## src/rtl/tcp_pkg.sv

```systemverilog
// rtl/tcp_pkg.sv - shared TCP types, constants and sequence-number helpers
//
// Purpose: common definitions for the TCP offload blocks (ACK scheduler,
//          TX retransmit logic).
// Ports:   none (package).

package tcp_pkg;

    localparam int unsigned TCP_MSS = 1460;

    // Reason code carried with every pure ACK / window-update request.
    typedef enum logic [1:0] {
        ACK_RSN_BYTES  = 2'd0,
        ACK_RSN_TIMER  = 2'd1,
        ACK_RSN_WINDOW = 2'd2,
        ACK_RSN_FORCE  = 2'd3
    } ack_reason_e;

    typedef enum logic [1:0] {
        ACK_ST_IDLE    = 2'd0,
        ACK_ST_PENDING = 2'd1,
        ACK_ST_REQ     = 2'd2
    } ack_state_e;

    // Modular distance a - b in sequence space; bit 31 set means b is ahead of a.
    function automatic logic [31:0] seq_diff(input logic [31:0] a, input logic [31:0] b);
        return a - b;
    endfunction

endpackage

```

## src/rtl/tcp_delack_timer.sv

```systemverilog
// rtl/tcp_delack_timer.sv - saturating delayed-ACK timer
//
// Purpose: counts enabled cycles from 0 up to LIMIT-1 and holds there.
// Ports:   clk_i, rst_ni (async active-low)
//          clear_i   - return count to 0 (wins over enable_i)
//          enable_i  - advance count by one this cycle
//          expired_o - count has reached LIMIT-1

module tcp_delack_timer #(
    parameter int          WIDTH = 16,
    parameter int unsigned LIMIT = 31250
) (
    input  logic clk_i,
    input  logic rst_ni,
    input  logic clear_i,
    input  logic enable_i,
    output logic expired_o
);

    localparam logic [WIDTH-1:0] LAST = WIDTH'(LIMIT - 1);

    logic [WIDTH-1:0] count_q;

    always_ff @(posedge clk_i or negedge rst_ni) begin
        if (!rst_ni) begin
            count_q <= '0;
        end else if (clear_i) begin
            count_q <= '0;
        end else if (enable_i && (count_q != LAST)) begin
            count_q <= count_q + 1'b1;
        end
    end

    assign expired_o = (count_q == LAST);

endmodule

```

## src/rtl/tcp_rx_ack_scheduler.sv

```systemverilog
// rtl/tcp_rx_ack_scheduler.sv - decides when the RX side emits a pure ACK / window update
//
// Purpose: tracks in-order delivery (ack number) and free window, and raises one
//          ACK request at a time toward the TX header builder.
// Ports:   aclk, aresetn (async active-low)
//          established                  - connection is in ESTABLISHED
//          rx_store_signal / _ack_number - delivery progress from the reassembly store
//          rx_window_size               - current free receive window
//          force_ack                    - out-of-order/duplicate seen, ACK now
//          ack_req_valid/_ready         - request handshake to TX builder
//          ack_req_number/_window/_reason - request payload, stable while valid
//          ack_pending                  - delivered data not yet acknowledged

module tcp_rx_ack_scheduler
    import tcp_pkg::*;
#(
    parameter int unsigned ACK_BYTE_THRESH   = 2 * TCP_MSS,
    parameter int unsigned DELAY_CYCLES      = 31250,
    parameter int unsigned WIN_UPDATE_THRESH = 2 * TCP_MSS,
    parameter int          TIMER_WIDTH       = 16
) (
    input  logic        aclk,
    input  logic        aresetn,
    input  logic        established,
    input  logic        rx_store_signal,
    input  logic [31:0] rx_store_ack_number,
    input  logic [15:0] rx_window_size,
    input  logic        force_ack,
    output logic        ack_req_valid,
    input  logic        ack_req_ready,
    output logic [31:0] ack_req_number,
    output logic [15:0] ack_req_window,
    output logic [1:0]  ack_req_reason,
    output logic        ack_pending
);

    localparam logic [31:0] BYTE_TH = 32'(ACK_BYTE_THRESH);
    localparam logic [15:0] WIN_TH  = 16'(WIN_UPDATE_THRESH);

    ack_state_e  state_q;
    logic        est_q;
    logic        force_q;
    logic [31:0] cur_ack_q;
    logic [31:0] last_acked_q;
    logic [15:0] last_win_q;

    logic        timer_expired;
    logic        hs;
    logic [31:0] delta;
    logic [31:0] post_delta;
    logic [15:0] gain;
    logic [15:0] post_gain;
    logic [2:0]  live_trig;
    logic [2:0]  post_trig;

    // A backwards ack number is a stale report, never "4 GB of new data".
    function automatic logic [31:0] clamp_delta(input logic [31:0] d);
        return d[31] ? 32'd0 : d;
    endfunction

    // Returns {fire, reason} with priority force > bytes > window > timer.
    function automatic logic [2:0] eval_trig(input logic f, input logic [31:0] d,
                                             input logic [15:0] g, input logic t);
        if (f)                    return {1'b1, ACK_RSN_FORCE};
        else if (d >= BYTE_TH)    return {1'b1, ACK_RSN_BYTES};
        else if (g >= WIN_TH)     return {1'b1, ACK_RSN_WINDOW};
        else if (t && (d != '0))  return {1'b1, ACK_RSN_TIMER};
        else                      return 3'b000;
    endfunction

    assign hs         = ack_req_valid && ack_req_ready;
    assign delta      = clamp_delta(seq_diff(cur_ack_q, last_acked_q));
    assign gain       = (rx_window_size > last_win_q) ? (rx_window_size - last_win_q) : 16'd0;
    // Evaluated against the payload being handed over, which becomes the new last_*.
    assign post_delta = clamp_delta(seq_diff(cur_ack_q, ack_req_number));
    assign post_gain  = (rx_window_size > ack_req_window) ? (rx_window_size - ack_req_window) : 16'd0;

    // The raw force pulse is included so a force trigger still meets one-cycle latency.
    assign live_trig  = eval_trig(force_q | force_ack, delta, gain, timer_expired);
    // Timer restarts at 0 on handshake, so it can never fire here.
    assign post_trig  = eval_trig(force_ack, post_delta, post_gain, 1'b0);

    assign ack_pending = (delta != '0);

    tcp_delack_timer #(
        .WIDTH (TIMER_WIDTH),
        .LIMIT (DELAY_CYCLES)
    ) u_delack_timer (
        .clk_i     (aclk),
        .rst_ni    (aresetn),
        .clear_i   (state_q != ACK_ST_PENDING),
        .enable_i  (state_q == ACK_ST_PENDING),
        .expired_o (timer_expired)
    );

    always_ff @(posedge aclk or negedge aresetn) begin
        if (!aresetn) begin
            state_q        <= ACK_ST_IDLE;
            est_q          <= 1'b0;
            force_q        <= 1'b0;
            cur_ack_q      <= '0;
            last_acked_q   <= '0;
            last_win_q     <= '0;
            ack_req_valid  <= 1'b0;
            ack_req_number <= '0;
            ack_req_window <= '0;
            ack_req_reason <= '0;
        end else begin
            est_q <= established;
            if (!established) begin
                // Abort: any outstanding request is withdrawn.
                state_q       <= ACK_ST_IDLE;
                ack_req_valid <= 1'b0;
                force_q       <= 1'b0;
            end else if (!est_q) begin
                // Fresh connection: the peer already knows this ack/window, nothing to send.
                cur_ack_q     <= rx_store_ack_number;
                last_acked_q  <= rx_store_ack_number;
                last_win_q    <= rx_window_size;
                force_q       <= 1'b0;
                state_q       <= ACK_ST_IDLE;
                ack_req_valid <= 1'b0;
            end else begin
                if (rx_store_signal) begin
                    cur_ack_q <= rx_store_ack_number;
                end
                if (force_ack) begin
                    force_q <= 1'b1;
                end
                case (state_q)
                    ACK_ST_IDLE, ACK_ST_PENDING: begin
                        if (live_trig[2]) begin
                            state_q        <= ACK_ST_REQ;
                            ack_req_valid  <= 1'b1;
                            ack_req_number <= cur_ack_q;
                            ack_req_window <= rx_window_size;
                            ack_req_reason <= live_trig[1:0];
                        end else begin
                            state_q <= (delta != '0) ? ACK_ST_PENDING : ACK_ST_IDLE;
                        end
                    end
                    ACK_ST_REQ: begin
                        if (hs) begin
                            last_acked_q <= ack_req_number;
                            last_win_q   <= ack_req_window;
                            force_q      <= force_ack;
                            if (post_trig[2]) begin
                                ack_req_number <= cur_ack_q;
                                ack_req_window <= rx_window_size;
                                ack_req_reason <= post_trig[1:0];
                            end else begin
                                ack_req_valid <= 1'b0;
                                state_q <= (post_delta != '0) ? ACK_ST_PENDING : ACK_ST_IDLE;
                            end
                        end
                    end
                    default: begin
                        state_q       <= ACK_ST_IDLE;
                        ack_req_valid <= 1'b0;
                    end
                endcase
            end
        end
    end

endmodule
```

## config.mk

```make
export PLATFORM = sky130hd
export DESIGN_NAME = tcp_rx_ack_scheduler
export DESIGN_NICKNAME = d
export VERILOG_FILES = /design/src/rtl/tcp_pkg.sv /design/src/rtl/tcp_delack_timer.sv /design/src/rtl/tcp_rx_ack_scheduler.sv
export SDC_FILE = /design/constraint.sdc
export NUM_CORES = 1
export LEC_CHECK = 0
export CORE_MARGIN = 1
export CORE_UTILIZATION = 50
export DETAILED_ROUTE_END_ITERATION = 12
export PLACE_DENSITY = 0.7
export REMOVE_ABC_BUFFERS = 1
export SLEW_MARGIN = 0
export SYNTH_ARGS = -nofsm -noshare
export SYNTH_HDL_FRONTEND = slang
export SYNTH_HIERARCHICAL = 1
export SYNTH_SLANG_ARGS = --single-unit
```

## constraint.sdc

```tcl
create_clock -name aclk -period 7 [get_ports aclk]
set_clock_uncertainty 0.15 [all_clocks]
set_input_delay 0.7 -clock aclk [delete_from_list [all_inputs] [get_ports aclk]]
set_output_delay 0.7 -clock aclk [all_outputs]
set_load 0.005 [all_outputs]
```

# Word level (Yosys, flattened, before mapping)
# Cells that the tools add are included.
[classes] add_sub_neg=5 magnitude_cmp=6 n_eq_ne=14 n_mux=52 bitwise_logic=1 reduce_logical=14
[ops] op="2-to-1 mux 32 bit" n=8
[ops] op="2-to-1 mux 16 bit" n=10
[ops] op="case mux 32 bit (2 select lines)" n=1
[ops] op="nonzero test 32 bit" n=2
[ops] op="subtractor 32 bit" n=2
[ops] op="greater-or-equal comparator 31 x 12 -> 1 bit, second input constant" n=2
[ops] op="2-to-1 mux 31 bit" n=2
[ops] op="greater-or-equal comparator 16 x 12 -> 1 bit, second input constant" n=2
[ops] op="greater-than comparator 16 bit" n=2
[ops] op="case mux 16 bit (2 select lines)" n=1
[ops] op="subtractor 16 bit" n=2
[ops] op="2-to-1 mux 3 bit" n=7
[ops] op="adder 16 x 1 -> 16 bit, second input constant" n=1
[ops] op="== test 16 x 15 -> 1 bit, second input constant" n=1
[ops] op="2-to-1 mux 2 bit" n=8
[ops] op="inequality test 16 x 15 -> 1 bit, second input constant" n=1
[ops] op="2-to-1 mux 1 bit" n=12
[ops] op="inequality test 4 bit, second input constant" n=3
[ops] op="inequality test 2 bit, second input constant" n=4
[ops] op="case mux 2 bit (2 select lines)" n=2
[ops] op="inequality test 2 x 1 -> 1 bit, second input constant" n=3
[ops] op="AND reduction 3 bit" n=2
[ops] op="AND reduction 6 bit" n=1
[ops] op="AND reduction 2 bit" n=2
[ops] op="8 further kinds" n=11
[totals] reg_bits=151 input_bits=54 output_inout_bits=52 elab_cells=103

# Longest topological paths before layout
# Gate-level depths: netlist of run 1.
[depth] ltp_word=12 ltp_mapped=16 mapped_depth_nobuf=15

# By module
# The synthesis of run 1 kept the hierarchy.
[by_module_without_submodules] module="tcp_rx_ack_scheduler" instances=1 cells_per_inst=1414 area_per_inst_um2=11852.6 seq_area_each_um2=3378.2
[by_module_without_submodules] module="tcp_delack_timer" instances=1 cells_per_inst=96 area_per_inst_um2=930.9 seq_area_each_um2=400.4

# Least setup slack after synthesis of run 1
# OpenSTA, ideal clock, no wires.
[synth_timing] path_type="flip-flop to flip-flop" startpoint="register ack_req_number[4]" endpoint="register ack_req_number[27]" setup_ns=0.127 t_arrival_ns=5.043 t_required_ns=6.723 path_slack_ns=1.679 path_stages_with_launch=15 n_path_buf=1 period_less_slack_ns=5.321 path_cell_list="dfrtp_1 -> inv_1 -> ha_1 -> and2_1 -> a311oi_1 -> a2111oi_2 -> a311oi_1 -> mux2_2 -> or4_1 -> or4_1 -> o41ai_2 -> or3b_1 -> a211oi_4 -> buf_6 -> mux2_1"
[synth_via] elab_chain_len=7
[synth_rtl] element="start, declared" line="tcp_rx_ack_scheduler.sv:31" source="output logic [31:0] ack_req_number,"
[synth_rtl] element="start signal, assigned" line="tcp_rx_ack_scheduler.sv:135" source="ack_req_number <= cur_ack_q;"
[synth_rtl] element="start signal, assigned" line="tcp_rx_ack_scheduler.sv:148" source="ack_req_number <= cur_ack_q;"
[synth_rtl] element="subtractor 32 bit" line="tcp_pkg.sv:27" source="return a - b;"
[synth_rtl] element="2-to-1 mux 31 bit" line="tcp_rx_ack_scheduler.sv:58" source="return d[31] ? 32'd0 : d;"
[synth_rtl] element="greater-or-equal comparator 31 x 12 -> 1 bit" line="tcp_rx_ack_scheduler.sv:65" source="else if (d >= BYTE_TH) return {1'b1, ACK_RSN_BYTES};"
[synth_rtl] element="2-to-1 mux 3 bit" line="tcp_rx_ack_scheduler.sv:65"
[synth_rtl] element="2-to-1 mux 3 bit" line="tcp_rx_ack_scheduler.sv:64" source="if (f) return {1'b1, ACK_RSN_FORCE};"
[synth_rtl] element="inequality test 2 bit (no line)"
[synth_rtl] element="AND reduction 6 bit (no line)"
# Every way passes these cells.
# A chain may end at the register's enable or synchronous reset.

# Worst setup path after layout of run 1
[layout_timing] startpoint="register ack_req_number[4]" endpoint="register ack_req_window[12]"
[layout_via] elab_chain_len=7
[layout_rtl] element="subtractor 32 bit" line="tcp_pkg.sv:27"
[layout_rtl] element="2-to-1 mux 31 bit" line="tcp_rx_ack_scheduler.sv:58"
[layout_rtl] element="greater-or-equal comparator 31 x 12 -> 1 bit" line="tcp_rx_ack_scheduler.sv:65"
[layout_rtl] element="2-to-1 mux 3 bit" line="tcp_rx_ack_scheduler.sv:65"
[layout_rtl] element="2-to-1 mux 3 bit" line="tcp_rx_ack_scheduler.sv:64"
[layout_rtl] element="inequality test 2 bit (no line)"
[layout_rtl] element="AND reduction 6 bit (no line)"
[layout_rtl] element="end signal, assigned" line="tcp_rx_ack_scheduler.sv:136" source="ack_req_window <= rx_window_size;"
[layout_rtl] element="end signal, assigned" line="tcp_rx_ack_scheduler.sv:149" source="ack_req_window <= rx_window_size;"
[layout_rtl] element="end, declared" line="tcp_rx_ack_scheduler.sv:32" source="output logic [15:0] ack_req_window,"
# Every way passes these cells.

==> impl_metrics.py, run 1 <==
metrics = {
    "worst_setup_path": {
        "worstPathRequired_ns": 7.17,
        "path_delay_family": "compound AO/OA/AOI/OAI gates",
        "r2r_slack_ns": 1.03,
        "critPathLaunchType": "flop",
        "worstPathMaxFanout": 29,
        "crit_start": "ack_req_number[4]$_DFFE_PN0P_",
        "worstReg2RegEnd": "ack_req_window[12]$_DFFE_PN0P_",
        "end_kind": "flop",
        "worst-setup-path-type": "reg -> reg",
        "crit_cells": 14,
        "crit_chain": "inv_1, ha_1, and2_1, a311oi_1, a2111oi_2, a311oi_1, mux2_2, or4_1, or4_1, o41ai_2, or3b_1, a211oi_4, buf_4, mux2_1",
        "critPathSlowestCell": "or4_1",
        "reg2reg_depth": 14,
        "cp_num_buf_inv": 2,
        "crit_path_end": "ack_req_window[12]$_DFFE_PN0P_",
        "r2r-start": "ack_req_number[4]$_DFFE_PN0P_",
        "slowest_delay_ns": 0.57,
        "cp.arrival_ns": 6.14,
    },
    "layout": {
        "fin_util_pct": 58.5,
        "drive_above_1_share_pct": 6.78,
        "nets": 1736,
        "postLayoutCellArea_um2": 14700,
        "instances_no_fill": 1925,
        "mostFrequentLayoutCells": "a21oi_1 (169), dfrtp_1 (150), nor2_1 (140), inv_1 (128), clkdlybuf4s50_1 (104)",
        "area_growth_pct": 14.8,
        "mostFrequentLayoutCell": "a21oi_1",
    },
    "clocking": {
        "clock-root-buffer": "clkbuf_16",
        "clock-sinks": 151,
        "cts_hold_buf": 0,
        "clk_path_buf_depth": 2,
        "htreeDepth": 4,
        "ctsResizeCount": 0,
        "clkTransAtPathRegs_ns": 0.07,
        "cts_setup_buffers": 0,
        "clock_latency_ns": 0.44,
        "cts_buffers": 17,
        "cts_tree": "done",
    },
    "place": {
        "place_congestion": 0.940,
        "io_buffers": 105,
        "dpl.cell_count": 1893,
        "dp_hpwl_mm": 25.5,
        "dpl_cell_area_um2": 14100,
    },
    "global_route": {
        "track_usage_pct": 26.1,
        "grt_pass1_vias": 11000,
        "grt_max_degree": 57,
        "grt_overflow_total": 0,
        "antenna_found_initial": 3,
        "grt_first_pass_wirelength_mm": 55.4,
    },
    "logic_synthesis": {
        "synthFlopType": "dfrtp_1",
        "syn_area_um2": 12800,
        "avgSynthCellArea_um2": 8.47,
        "synthArstFlopShare_pct": 100,
        "ys_types": 82,
        "ys_seq_area_share_pct": 29.6,
        "yosysWarnings": 6,
        "synth_cells": 1510,
        "synth-seq-cells": 151,
        "synth_edf_count": 0,
    },
    "pwr": {
        "p_leak_nw": 6.51,
        "p_comb_share_pct": 61.3,
        "p_switching_mw": 2.77,
        "clockPowerShare_pct": 16.1,
        "ir_drop_uv": 189,
        "p_seq_share_pct": 22.6,
        "power.density_nw_per_um2": 417,
        "internal_power_mw": 3.36,
        "switching_share_pct": 45.2,
    },
    "worst_hold_path": {
        "hp-class": "in -> async",
    },
    "sta": {
        "finalMaxSlewViolations": 0,
        "hold_ws_ns": 0.0180,
        "max-slew-margin-rel_pct": 24.3,
        "worst_pin_slew_ns": 1.13,
        "rsz0062_at_grt": "no",
        "fmax_ghz": 0.167,
        "hold_violations": 0,
        "fin_crit_ns": 5.97,
        "post-route-period-util_pct": 85.3,
        "setup_tns_ns": 0,
        "finalSetupViolCount": 0,
    },
    "floorplan": {
        "core_um2": 25100,
        "initial_core_util_pct": 50.9,
        "die_w_um": 162,
        "rows": 58,
        "die-height_um": 162,
        "dieArea_um2": 26200,
        "io_pins": 106,
    },
    "routing": {
        "drcViolationCount": 0,
        "viasPerCell": 6.00,
        "dr.pass1.iters": 6,
        "avgRoutedWirePerCell_um": 17.4,
        "met3_length_mm": 1.47,
        "maxUsedRoutingLayer": "met5",
        "met1_length_mm": 15.5,
        "wl_met2_mm": 16.0,
        "routed_wirelength_mm": 33.6,
        "vias": 11500,
        "ant_nets": 0,
        "drt_iter0_markers": 796,
    },
    "status": {
        "status": "finished, final reports clean",
    },
    "job": {
        "drv_cap": 0,
    },
}
[registers in the layout, indices dropped and copies added (netlist names)]
signal,cells
ack_req_number,32
ack_req_reason,2
ack_req_valid,1
ack_req_window,16
cur_ack_q,32
est_q,1
force_q,1
last_acked_q,32
last_win_q,16
state_q,2
u_delack_timer/count_q,16
[worst register-to-register path, cell delays in order, from the launching register on]
cell       delay (ns)
dfrtp_1          0.38
inv_1            0.06
ha_1             0.36
and2_1           0.20
a311oi_1         0.50
a2111oi_2        0.23
a311oi_1         0.56
mux2_2           0.40
or4_1            0.45
or4_1            0.57
o41ai_2          0.47
or3b_1           0.46
a211oi_4         0.26
buf_4            0.42
mux2_1           0.40
[logic make-up after synthesis]
logic type | count (synthesis) | synth area share, %
simple gates | 444 | 17.1
buf+inv | 186 | 5.78
xor+xnor | 42 | 2.88
fa+ha+maj | 100 | 10.0
compound gates | 441 | 22.3
mux | 146 | 12.3
flops | 151 | 29.6
[worst min path at each step]
stage                                  start                       endpoint  cells after the start
finish                               aresetn  ack_req_window[2]$_DFFE_PN0P_                      1
global route                         aresetn  ack_req_window[2]$_DFFE_PN0P_                      1
CTS                                  aresetn  ack_req_window[2]$_DFFE_PN0P_                      1
floorplan                            aresetn  ack_req_number[0]$_DFFE_PN0P_                      0
global placement    cur_ack_q[0]$_DFFE_PN0P_  ack_req_number[0]$_DFFE_PN0P_                      1
detailed placement  cur_ack_q[0]$_DFFE_PN0P_  ack_req_number[0]$_DFFE_PN0P_                      1
[cell type report]
class | instances | area [µm²]
fill | 2320 | 10400
timing repair buffer | 111 | 1100
inverter | 128 | 480
clock inverter | 14 | 189
antenna | 1 | 2.50
tap | 330 | 413
sequential | 151 | 3780
clock buffer | 17 | 425
multi-input combinational | 1173 | 8290
[layer usage]
metal / GRT usage (%) / vias up
met4: 8.02 / 4
met5: 0 / -
li1: - / 5666
met3: 3.42 / 52
met2: 43.4 / 299
met1: 35.2 / 5522
[per-stage QoR]
stage	power, mW	setup slack (ns)
CTS	6.10	1.02
finish	6.13	1.03
detailed placement	5.08	1.05
global placement	5.02	1.13
global route	6.60	0.588
floorplan	3.96	0.731
[power by group through the flow]
stage	registers, mW	clock network, mW	logic [mW]
after floorplan	1.34	0	2.63
after global placement	1.39	0	3.63
after detailed placement	1.40	0	3.68
after CTS	1.38	1.00	3.71
after global routing	1.43	1.04	4.14
final	1.38	0.988	3.75
[Yosys cell counts (6+ instances only)]
cell type / number / area (µm²)
or4_1: 12 / 90.1
a211oi_1: 18 / 135
mux2_1: 49 / 552
or3_1: 11 / 68.8
nor3_1: 26 / 130
o21ai_0: 66 / 330
dfrtp_1: 151 / 3780
xor2_1: 13 / 114
nand2b_1: 19 / 119
o211ai_1: 15 / 113
o21a_1: 18 / 135
o21bai_1: 9 / 67.6
a21o_1: 28 / 210
nor4_1: 8 / 50.1
ha_1: 96 / 1200
and2_1: 14 / 87.6
nor2b_1: 13 / 81.3
or2_2: 7 / 43.8
xnor2_1: 29 / 254
nand2_1: 100 / 375
clkbuf_1: 45 / 169
mux2_2: 43 / 484
nand3_1: 33 / 165
a21oi_1: 169 / 846
nor2_1: 140 / 526
mux2i_1: 54 / 541
o31ai_1: 11 / 82.6
a211o_1: 6 / 52.6
a31oi_1: 11 / 68.8
and3_1: 10 / 62.6
nand4_1: 27 / 169
inv_1: 128 / 480
a311oi_1: 7 / 61.3
(Power assumes the default switching activity.)
==> run 2: changes to the inputs <==
--- a/config.mk
+++ b/config.mk
@@ -10,6 +10,7 @@
 export DETAILED_ROUTE_END_ITERATION = 12
 export PLACE_DENSITY = 0.7
 export REMOVE_ABC_BUFFERS = 1
+export SKIP_CTS_REPAIR_TIMING = 1
 export SLEW_MARGIN = 0
 export SYNTH_ARGS = -nofsm -noshare
 export SYNTH_HDL_FRONTEND = slang
==> results of run 2 <==
Final layout, timing and power as in run 1 (identical DEF).
==> run 3: changes to the inputs <==
--- a/config.mk
+++ b/config.mk
@@ -7,6 +7,7 @@
 export LEC_CHECK = 0
 export CORE_MARGIN = 1
 export CORE_UTILIZATION = 50
+export CTS_BUF_LIST = sky130_fd_sc_hd__clkbuf_4
 export DETAILED_ROUTE_END_ITERATION = 12
 export PLACE_DENSITY = 0.7
 export REMOVE_ABC_BUFFERS = 1
==> run 3 against run 2 <==
Against the previous run: worst hold slack better by 0.36 ns; maximum frequency fell by 2.1%; critical path depth fell by 3; utilization fell by 1.1 points; combinational power about the same; largest cell class unchanged; largest power group unchanged; highest routed layer unchanged.
==> impl_metrics.py, run 3 (synthesized netlist as in run 1, its figures left out) <==
metrics = {
    "worst_setup_path": {
        "critPathSlowestCell": "a2111oi_0",
        "worst-setup-path-type": "reg -> out",
        "r2r_slack_ns": 1.00,
        "cp.arrival_ns": 5.25,
        "slowest_delay_ns": 0.77,
        "worstPathMaxFanout": 8,
        "critPathLaunchType": "flop",
        "end_kind": "output port",
        "crit_chain": "ha_1, nand2_1, nor3_1, o211ai_1, a2111oi_0, or3b_2, nand4_1, or4b_1, nor4_1, a21oi_1, clkdlybuf4s50_1",
        "worstPathRequired_ns": 6.15,
    },
    "sta": {
        "post-route-period-util_pct": 87.2,
        "finalMaxSlewViolations": 0,
        "worst_pin_slew_ns": 1.12,
        "setup_tns_ns": 0,
        "layout_setup_ws_ns": 0.896,
        "finalSetupViolCount": 0,
        "hold_violations": 0,
        "rsz0062_at_grt": "no",
        "max-slew-margin-rel_pct": 25.0,
        "fin_crit_ns": 6.10,
        "fmax_ghz": 0.164,
    },
    "pwr": {
        "ir_drop_uv": 196,
        "finalPower_mw": 5.75,
        "power.density_nw_per_um2": 399,
        "p_leak_nw": 6.39,
    },
    "floorplan": {
        "die_w_um": 162,
        "rows": 58,
        "dieArea_um2": 26200,
        "initial_core_util_pct": 50.9,
        "io_pins": 106,
        "core_um2": 25100,
        "die-height_um": 162,
    },
    "global_route": {
        "grt_pass1_vias": 10900,
        "grt_max_degree": 57,
        "antenna_found_initial": 4,
        "grt_overflow_total": 0,
        "grt_first_pass_wirelength_mm": 54.7,
        "track_usage_pct": 25.8,
    },
    "clocking": {
        "cts_tree": "done",
        "cts_buffers": 17,
        "clock-sinks": 151,
        "clock-root-buffer": "clkbuf_4",
        "clk_path_buf_depth": 2,
        "htreeDepth": 4,
        "clkTransAtPathRegs_ns": 0.14,
        "clock_latency_ns": 0.61,
    },
    "routing": {
        "drcViolationCount": 0,
        "drt_iter0_markers": 732,
        "vias": 11500,
        "dr.pass1.iters": 7,
        "avgRoutedWirePerCell_um": 17.3,
        "routed_wirelength_mm": 33.3,
        "ant_nets": 0,
        "viasPerCell": 5.98,
    },
    "job": {
        "drv_cap": 0,
    },
    "layout": {
        "top_regs": "ack_req_number (32), cur_ack_q (32), last_acked_q (32)",
        "drive_above_1_share_pct": 6.77,
        "n_fill_cell": 2366,
        "nets": 1737,
        "mostFrequentLayoutCells": "a21oi_1 (169), dfrtp_1 (150), nor2_1 (140), inv_1 (128), clkdlybuf4s50_1 (104)",
        "area_growth_pct": 12.6,
        "postLayoutCellArea_um2": 14400,
        "mostFrequentLayoutCell": "a21oi_1",
    },
    "place": {
        "place_congestion": 0.940,
        "dpl_cell_area_um2": 14100,
        "preCtsSetupSlack_ns": 1.05,
        "io_buffers": 105,
        "dp_hpwl_mm": 25.5,
    },
    "worst_hold_path": {
        "hp-class": "reg -> reg",
    },
    "status": {
        "status": "finished, final reports clean",
    },
}
[run 3: cell count changes in the layout (fill, tap and decap cells not counted), sizes merged]
cell and change:
dlygate4sd3 +1, diode +1
[run 3: final cells by class]
cell class	count	area [µm²]	area share (%)
clock buffers	17	128	0.887
clock inverters	14	189	1.31
repair buffers	112	1110	7.69
flip-flops and latches	151	3780	26.3
well taps	330	413	2.87
multi-input cells	1173	8290	57.6
diodes	2	5.00	0.0348
inverters	128	480	3.34
[run 3: power by group]
group	internal, mW	switching (mW)	leakage (nW)	total [mW]
Combinational	1.66	2.08	4.44	3.74
Sequential	1.12	0.257	1.78	1.38
Clock	0.257	0.369	0.164	0.626
[run 3: per-stage QoR]
step / utilization, % / hold WS [ns] / instances
after floorplan: - / 0.254 / 1452
after global placement: 56.0 / 0.354 / 1893
after detailed placement: 56.0 / 0.353 / 1893
after CTS: 57.3 / -0.189 / 1924
after global routing: 57.3 / 0.397 / 1926
final: 57.3 / 0.382 / 1927
[run 3: path summary, 6_finish.rpt]
kind	depth (start not counted)	to	start
min reg2reg	1	ack_req_number[0]$_DFFE_PN0P_	cur_ack_q[0]$_DFFE_PN0P_
min	1	ack_req_number[0]$_DFFE_PN0P_	cur_ack_q[0]$_DFFE_PN0P_
min in group asynchronous	2	ack_req_window[2]$_DFFE_PN0P_	aresetn
max in group asynchronous	3	est_q$_DFF_PN0_	aresetn
max reg2reg	14	ack_req_number[11]$_DFFE_PN0P_	ack_req_number[4]$_DFFE_PN0P_
max	11	ack_pending	cur_ack_q[17]$_DFFE_PN0P_
[run 3: routing by layer]
metal	track usage, %	vias to the layer above	wire (µm)	part of all wire [%]
li1	-	5662	-	-
met4	7.20	4	569	1.7
met1	34.5	5530	15300	46
met5	0	-	27	0.081
met3	3.68	46	1480	4.4
met2	43.3	275	15900	48
[run 3: critical path: cells and delay by family, from the launching register on]
kind / cells / cell delay, ns
and+or+nand+nor: 6 / 1.92
buffers and inverters: 1 / 0.55
DFF: 1 / 0.46
adders and majority gates: 1 / 0.45
AOI/OAI and AO/OA: 3 / 1.27
